<file path="src/rtl/s4ga_seq.sv">
// s4ga_seq: configuration sequencer for a LUT fabric.
//
// A run streams the whole configuration memory, one segment per cycle, to the
// fabric on fab_si. The memory is replayed with no gap between passes. Each
// full pass through the memory is one frame. While idle the fabric is held in
// reset.
//
// Ports
//   clk, rst                     clock and synchronous active-high reset
//   cfg_we, cfg_addr, cfg_wdata  configuration segment write port (idle only)
//   cmd_valid, cmd_ready         run command handshake
//   cmd_frames                   frames to run; 0 runs until stop or abort
//   stop                         halt at the next frame end
//   abort                        halt at the next edge
//   fab_si, fab_rst              registered segment stream and fabric reset
//   fab_out                      outputs of the last 8 fabric LUTs
//   busy, frame_done             run status; frame_done pulses after each frame
//   frame_cnt                    saturating count of completed frames
//   snap                         fab_out captured one cycle after each frame end
module s4ga_seq #(
  parameter int unsigned N    = 64,
  parameter int unsigned K    = 4,
  parameter int unsigned SI_W = 4,
  parameter int unsigned FC_W = 16,
  localparam int unsigned IDX_SEGS  = ($clog2(N) + SI_W - 1) / SI_W,
  localparam int unsigned MASK_SEGS = ((1 << K) + SI_W - 1) / SI_W,
  localparam int unsigned LUT_SEGS  = K * IDX_SEGS + MASK_SEGS,
  localparam int unsigned TOTAL     = N * LUT_SEGS,
  localparam int unsigned AW        = $clog2(TOTAL)
) (
  input  logic            clk,
  input  logic            rst,
  input  logic            cfg_we,
  input  logic [AW-1:0]   cfg_addr,
  input  logic [SI_W-1:0] cfg_wdata,
  input  logic            cmd_valid,
  output logic            cmd_ready,
  input  logic [FC_W-1:0] cmd_frames,
  input  logic            stop,
  input  logic            abort,
  output logic [SI_W-1:0] fab_si,
  output logic            fab_rst,
  input  logic [7:0]      fab_out,
  output logic            busy,
  output logic            frame_done,
  output logic [FC_W-1:0] frame_cnt,
  output logic [7:0]      snap
);

  localparam logic [AW-1:0] LAST = AW'(TOTAL - 1);

  typedef enum logic [0:0] {StIdle, StRun} state_e;

  state_e            state_q, state_d;
  logic [AW-1:0]     ptr_q, ptr_d;
  logic [FC_W-1:0]   frames_q, frames_d;
  logic [FC_W-1:0]   frame_cnt_q, frame_cnt_d;
  logic              stop_pend_q, stop_pend_d;
  logic              frame_done_q, frame_done_d;
  logic              fab_rst_q, fab_rst_d;
  logic [SI_W-1:0]   fab_si_q, fab_si_d;
  logic [7:0]        snap_q, snap_d;

  logic [SI_W-1:0]   mem [TOTAL];

  logic [AW-1:0]     ptr_nxt;
  logic [FC_W-1:0]   cnt_inc;
  logic              frame_end;
  logic              addr_ok;

  // Addresses past the last LUT exist only when TOTAL is not a power of two.
  assign addr_ok   = (32'(cfg_addr) < TOTAL);
  assign frame_end = (ptr_q == LAST);
  assign ptr_nxt   = frame_end ? '0 : ptr_q + AW'(1);
  assign cnt_inc   = (&frame_cnt_q) ? frame_cnt_q : frame_cnt_q + FC_W'(1);

  assign cmd_ready  = (state_q == StIdle) && !cfg_we;
  assign busy       = (state_q == StRun);
  assign fab_si     = fab_si_q;
  assign fab_rst    = fab_rst_q;
  assign frame_done = frame_done_q;
  assign frame_cnt  = frame_cnt_q;
  assign snap       = snap_q;

  // Config memory has no reset: contents survive rst.
  always_ff @(posedge clk) begin
    if (!rst && cfg_we && (state_q == StIdle) && addr_ok) begin
      mem[cfg_addr] <= cfg_wdata;
    end
  end

  always_comb begin
    state_d      = state_q;
    ptr_d        = ptr_q;
    frames_d     = frames_q;
    frame_cnt_d  = frame_cnt_q;
    stop_pend_d  = stop_pend_q;
    frame_done_d = 1'b0;
    fab_rst_d    = fab_rst_q;
    fab_si_d     = fab_si_q;
    // frame_done_q marks the cycle after frame end: capture the fabric then.
    snap_d       = frame_done_q ? fab_out : snap_q;

    unique case (state_q)
      StIdle: begin
        fab_rst_d = 1'b1;
        fab_si_d  = '0;
        if (cmd_valid && cmd_ready) begin
          frames_d    = cmd_frames;
          frame_cnt_d = '0;
          stop_pend_d = 1'b0;
          ptr_d       = '0;
          state_d     = StRun;
          fab_rst_d   = 1'b0;
          // fab_si is registered, so load segment 0 on the accept edge.
          fab_si_d    = mem[0];
        end
      end
      StRun: begin
        if (abort) begin
          state_d   = StIdle;
          fab_rst_d = 1'b1;
          fab_si_d  = '0;
          ptr_d     = '0;
        end else begin
          if (stop) stop_pend_d = 1'b1;
          if (frame_end) begin
            frame_cnt_d  = cnt_inc;
            frame_done_d = 1'b1;
          end
          if (frame_end && (((frames_q != '0) && (cnt_inc == frames_q)) || stop_pend_q || stop))
          begin
            state_d   = StIdle;
            fab_rst_d = 1'b1;
            fab_si_d  = '0;
            ptr_d     = '0;
          end else begin
            ptr_d    = ptr_nxt;
            fab_si_d = mem[ptr_nxt];
          end
        end
      end
      default: state_d = StIdle;
    endcase
  end

  always_ff @(posedge clk) begin
    if (rst) begin
      state_q      <= StIdle;
      ptr_q        <= '0;
      frames_q     <= '0;
      frame_cnt_q  <= '0;
      stop_pend_q  <= 1'b0;
      frame_done_q <= 1'b0;
      fab_rst_q    <= 1'b1;
      fab_si_q     <= '0;
      snap_q       <= '0;
    end else begin
      state_q      <= state_d;
      ptr_q        <= ptr_d;
      frames_q     <= frames_d;
      frame_cnt_q  <= frame_cnt_d;
      stop_pend_q  <= stop_pend_d;
      frame_done_q <= frame_done_d;
      fab_rst_q    <= fab_rst_d;
      fab_si_q     <= fab_si_d;
      snap_q       <= snap_d;
    end
  end

endmodule

</file>
<file path="config.mk">
export PLATFORM = sky130hd
export DESIGN_NAME = s4ga_seq
export DESIGN_NICKNAME = d
export VERILOG_FILES = /design/src/rtl/s4ga_seq.sv
export SDC_FILE = /design/constraint.sdc
export NUM_CORES = 2
export LEC_CHECK = 0
export ABC_AREA = 1
export BUFFER_PORTS_ARGS = -buffer_cell sky130_fd_sc_hd__buf_2
export CORE_ASPECT_RATIO = 1.2
export CORE_MARGIN = 2
export CORE_UTILIZATION = 40
export CTS_CLUSTER_SIZE = 10
export DETAILED_ROUTE_END_ITERATION = 8
export GPL_ROUTABILITY_DRIVEN = 0
export PLACE_DENSITY_LB_ADDON = 0.08
export SLEW_MARGIN = 20
export SYNTH_ARGS = -nofsm -noshare
export SYNTH_HDL_FRONTEND = slang
export SYNTH_SLANG_ARGS = --single-unit
</file>
<file path="constraint.sdc">
create_clock -name clk -period 2.9 [get_ports clk]
set_input_delay 0.29 -clock clk [delete_from_list [all_inputs] [get_ports clk]]
set_output_delay 0.29 -clock clk [all_outputs]
set_load 0.01 [all_outputs]
</file>
# Yosys cells after proc, flatten, opt, wreduce, memory -nomap -nowiden
# Memory sizes are Yosys's and may differ from the RTL's.
# Index checks and enable logic that the tools add are counted.
# Widths: inputs -> output; s select.
dict set report classes {
  bitwise 1
  n_reduce_logical 17
  eq_ne 7
  order_cmp 1
  add_sub_neg 2
  muxes 29
}
# operator count
set ops {}
lappend ops {{$mux 16} 4}
lappend ops {{$mux 10} 4}
lappend ops {{$pmux 16 s2} 1}
lappend ops {{$pmux 10 s2} 1}
lappend ops {{$add 16x1->16 const B} 1}
lappend ops {{$eq 16x16->1} 1}
lappend ops {{$reduce_and 16->1} 1}
lappend ops {{$reduce_bool 16->1} 1}
lappend ops {{$mux 1} 12}
lappend ops {{$mux 4} 3}
lappend ops {{$add 10x1->10 const B} 1}
lappend ops {{$eq 10x10->1 const B} 1}
lappend ops {{$lt 10x10->1 const B} 1}
lappend ops {{$pmux 4 s2} 1}
lappend ops {{$logic_and 1x1->1} 7}
lappend ops {{$pmux 1 s2} 3}
lappend ops {{$reduce_and 3->1} 2}
lappend ops {{$ne 2x1->1 const B} 2}
lappend ops {{$ne 2x2->1 const B} 2}
lappend ops {{$ne 3x2->1 const B} 1}
lappend ops {{$reduce_or 3->1} 1}
lappend ops {{$logic_not 1->1} 2}
lappend ops {{$logic_or 1x1->1} 2}
lappend ops {{$reduce_and 2->1} 1}
lappend ops {{$not 1->1} 1}
dict set report totals {
  regBits 58
  memories 1
  in_bits 44
  mem_bits_rw 3072
  elab_cells 67
}
# memory words word_bits rd rd_ports_with_merged_regs wr line_no
set mem_list {}
lappend mem_list {mem 768 4 2 0 1 64} ;# logic [SI_W-1:0] mem [TOTAL];

# Depth between registers and ports, before layout
dict set report depth {
  ltp_word 10
  mapped_depth 21
  mapped_depth_nobuf 20
}

# Worst setup path after synthesis
# Ideal clock, no wire load.
dict set report synth_path {
  path_kind {reg2reg}
  startpoint {register ptr_q[0]}
  endpoint {register fab_si_q[0] (netlist: fab_si[0])}
  required_time_ps 2768
  arrival_ps 2411
  setup_ps 132
  path_stages_with_launch 17
  slack_ps 357
  cell_sequence {dfxtp_1 -> ha_1 -> nand2_1 -> nor2_2 -> nand3_1 -> buf_4 -> inv_1 -> nor3_1 -> clkbuf_1 -> clkbuf_1 -> nand3_1 -> nand3_1 -> nand3_1 -> nand3_1 -> nand3_1 -> nand2_1 -> a21oi_1}
}
dict set report synth_via {
  elab_chain_len 6
  word_cells_on_any_way 8
  cone_classes {add/sub: 1; eq/ne: 1; mux: 4; reduce/logical: 1; memory: 1}
}
# item line_no
set synth_rtl {}
lappend synth_rtl {{start, declared} 55} ;# logic [AW-1:0] ptr_q, ptr_d;
lappend synth_rtl {{start signal, assigned} 160} ;# ptr_q <= ptr_d;
lappend synth_rtl {{$add 10x1->10 or $eq 10x10->1 (tied branches)} {74, 73}}
lappend synth_rtl {{$mux 10} 74} ;# assign ptr_nxt = frame_end ? '0 : ptr_q + AW'(1);
lappend synth_rtl {{$mem_v2 768x4} n/a}
lappend synth_rtl {{$mux 4 *} 131} ;# if (frame_end && (((frames_q != '0) && (cnt_inc == frames_q)) || stop_pend_q || stop))
lappend synth_rtl {{$mux 4 *} 120} ;# if (abort) begin
lappend synth_rtl {{$pmux 4 s2 *} 104} ;# unique case (state_q)
lappend synth_rtl {{end signal, assigned} 166} ;# fab_si_q <= fab_si_d;
lappend synth_rtl {{end, declared} 61} ;# logic [SI_W-1:0] fab_si_q, fab_si_d;
# Every way passes the cells marked *; elsewhere a longest branch is shown, timed or not.
# A chain may end at the register's enable or synchronous reset.

# Worst setup path in the final report
dict set report layout_path {
  startpoint {register ptr_q[1]}
  endpoint {register fab_si_q[2] (netlist: fab_si[2])}
}
# The elaborated chain is that of the path after synthesis.

==> results.json <==
{
  "hold_end": "mem[78][2]",
  "rsz0062_at_grt": "yes",
  "worstHoldPathCells": 5,
  "dieArea_mm2": 0.332,
  "synthArstFlopShare_pct": 0,
  "cts_root_buffer": "clkbuf_16",
  "rr_worst_depth": 22,
  "cp_max_fo": 16,
  "nets": 12076,
  "leakagePower_nw": 54.2,
  "whs_ns": 0.146,
  "wire_per_inst_um": 27.4,
  "synth_warnings": 0,
  "synthTopCellsByArea": "edfxtp_1, nand3_1, nand2_1",
  "fin_crit_sh_pct": 114,
  "yosysMostFrequentCell": "nand3_1",
  "routed_wl_um": 450000,
  "track_usage_pct": 26.1,
  "start_util_pct": 40.1,
  "setup_ws_ns": -0.408,
  "synth_edf_count": 3072,
  "seqCellArea_mm2": 0.0934,
  "ir_worst_vdd_mv": 0.465,
  "slew_headroom_pct": 45.7,
  "final_core_util_pct": 48.0,
  "grt_pass1_wl_um": 637000,
  "route.detailed.drc": 0,
  "crit_path_end_kind": "flop",
  "grt_overflow_total": 0,
  "yosysSeqAreaShare_pct": 71.3,
  "critPathArrivalTime_ns": 4.18,
  "dieHeight_um": 631,
  "grt_pass1_vias": 92811,
  "syn-cell-area_mm2": 0.131,
  "worstReg2RegStart": "ptr_q[1]",
  "path_clk_slew_ns": 0.06,
  "synthesis.instances": 11513,
  "coreArea_mm2": 0.326,
  "cts_sinks": 3130,
  "maxSlewViolCount": 0,
  "min_path_type": "input pin to flop",
  "grt_start_max_net_pins": 119,
  "violations": "setup timing",
  "clock_path_buffers": 4,
  "status": "finished, violations left",
  "h-tree-depth": 5,
  "worst_pin_slew_ns": 0.809,
  "ys.flop_type": "edfxtp_1",
  "dpl.hpwl_um": 282000,
  "antenna_found_initial": 27,
  "rows": 230,
  "power_density_mw_per_mm2": 602,
  "synth_fp_nets": 11559,
  "synthDistinctLibCells": 31,
  "reg2reg_slack_ns": -0.41,
  "startpoint_type": "flop",
  "period_needed_ns": 3.31,
  "vias_per_cell": 5.70,
  "drive_gt1_share_pct": 14.1,
  "dr.pass1.iters": 8,
  "dpl_cell_area_mm2": 0.143,
  "clock_latency_ns": 0.95,
  "synth.top_cells.by_count": "nand3_1, edfxtp_1, nand2_1, nor2_1, clkbuf_1",
  "io_buffers": 75,
  "final_antenna_net_count": 0,
  "reg2reg_to": "fab_si[2]",
  "synthToLayoutAreaGrowth_pct": 19.7,
  "setup.worst_path.class": "flop to flop",
  "vias": 93659,
  "multi_input_area_mm2": 0.0348,
  "min-delay-start": "cfg_addr[2]",
  "critical-path-slowest-cell": "dfxtp_2",
  "cp.required_ns": 3.77,
  "synth_top_cell_by_area": "edfxtp_1",
  "fillers": 29373,
  "avgSynthCellArea_um2": 11.4,
  "cts_buffers": 359,
  "die_w_um": 526,
  "io_pins": 76,
  "drtIter0Drc": 9469,
  "crit_chain": "ha_4 -> nand2_4 -> nor2_4 -> nand3_4 -> nand2_8 -> buf_12 -> clkbuf_16 -> buf_12 -> clkbuf_16 -> nand2_1 -> nand3_1 -> nand3_1 -> nand3_2 -> nand3_2 -> nand3_4 -> nand3_4 -> nand3_4 -> nand2_2 -> buf_4 -> a21oi_1 -> nand2_1 -> a21oi_1",
  "cts_tree": "built",
  "cp_slowest_stage_delay_ns": 0.35,
  "clock.fmax_mhz": 302,
  "finalSetupViolations": 4,
  "hold_violations": 0,
  "cpMostUsedCell": "nand3_4",
  "synth_seq_cells": 3130,
  "synth_top_area_share_pct": 70.4,
  "max-cap-violations": 0,
  "design_area_mm2": 0.157,
  "skew_ns": 0.0404
}
-- registers in the layout, summed over array words and instances, names as in the netlist --
name and count:
mem 3072, frame_cnt 16, frames_q 16, ptr_q 10
snap 8, fab_si 4, busy 1, fab_rst 1
frame_done 1, stop_pend_q 1
-- report_power, final --
part / switching, mW / internal (mW)
Clock: 17.5 / 22.7
Sequential: 0.0237 / 49.7
Combinational: 3.03 / 1.42
-- layout by cell type (no fill, tap or decap), drive strengths merged, types with 58 or more instances in the layout --
| master | instances |
|---|---|
| edfxtp | 3072 |
| nand3 | 4007 |
| a21oi | 67 |
| buf | 985 |
| nor2 | 880 |
| inv | 109 |
| clkbuf | 466 |
| dlygate4sd3 | 62 |
| nand2 | 2304 |
| dfxtp | 58 |
-- timing repair --
item                                    4_1_cts  5_1_grt
resized for setup                           102      295
pin swaps                                     4       44
gates cloned                                  8       42
endpoints found under the setup margin        6       10
setup buffers                                13       34
hold buffers                                 62        0
hold endpoints to repair                    385        0
-- layer usage --
metal | share of wire (%) | vias up | global-route usage [%]
met5 | 0.0029 | - | 0
met4 | 3.8 | 2 | 9.48
met3 | 6.8 | 702 | 3.68
met2 | 48 | 3587 | 43.7
met1 | 41 | 47086 | 34.4
li1 | - | 42282 | -
-- cells by family (layout without fill, tap and decap cells) --
logic type,count (synthesis),after routing,share of synthesized area (%)
and+or+nand+nor,7232,7232,24.6
AOI/OAI and AO/OA,100,100,0.389
adders and majority gates,2,2,0.0191
other,0,4,0
buffers and inverters,1027,1650,3.46
DFF,3130,3130,71.3
xor gates and xnor gates,22,22,0.147
-- critical path: cells and delay by family, from the launching register on --
family | cells | cell delay (ns)
AOI/OAI and AO/OA | 2 | 0.23
adders and majority gates | 1 | 0.15
buffers and inverters | 5 | 0.83
and+or+nand+nor | 14 | 1.57
DFF | 1 | 0.35
-- worst max path at each step --
stage	to	cells past startpoint	startpoint	slack [ns]
6_report	fab_si[2]	22	ptr_q[1]	-0.41
5_1_grt	fab_si[2]	24	ptr_q[1]	-0.52
3_3_place_gp	fab_si[0]	23	ptr_q[0]	-0.96
3_5_place_dp	fab_si[0]	23	ptr_q[0]	-0.99
4_1_cts	fab_si[0]	21	ptr_q[0]	-0.60
2_1_floorplan	fab_si[0]	16	ptr_q[0]	0.36
-- cell type report --
| cell class | instances | area share (%) |
|---|---|---|
| flip-flops and latches | 3130 | 59.6 |
| multi-input cells | 7356 | 22.2 |
| repair buffers | 1084 | 8.21 |
| clock buffers | 430 | 6.00 |
| well taps | 4292 | 3.43 |
| inverters | 99 | 0.287 |
| clock inverters | 37 | 0.260 |
| diodes | 4 | 0.00639 |
-- per-stage QoR --
step                      setup WS, ns  power (mW)  instances  TNS, ns
after floorplan                  0.357        52.4      11513        0
after global placement          -0.958        54.7      15805    -3.98
after detailed placement        -0.989        54.7      15805    -3.96
after CTS                       -0.600        94.8      16355    -2.25
after global routing            -0.524        97.0      16430    -1.92
final                           -0.408        94.3      16432    -1.46
No activity file was read; power rests on OpenSTA's default activity.
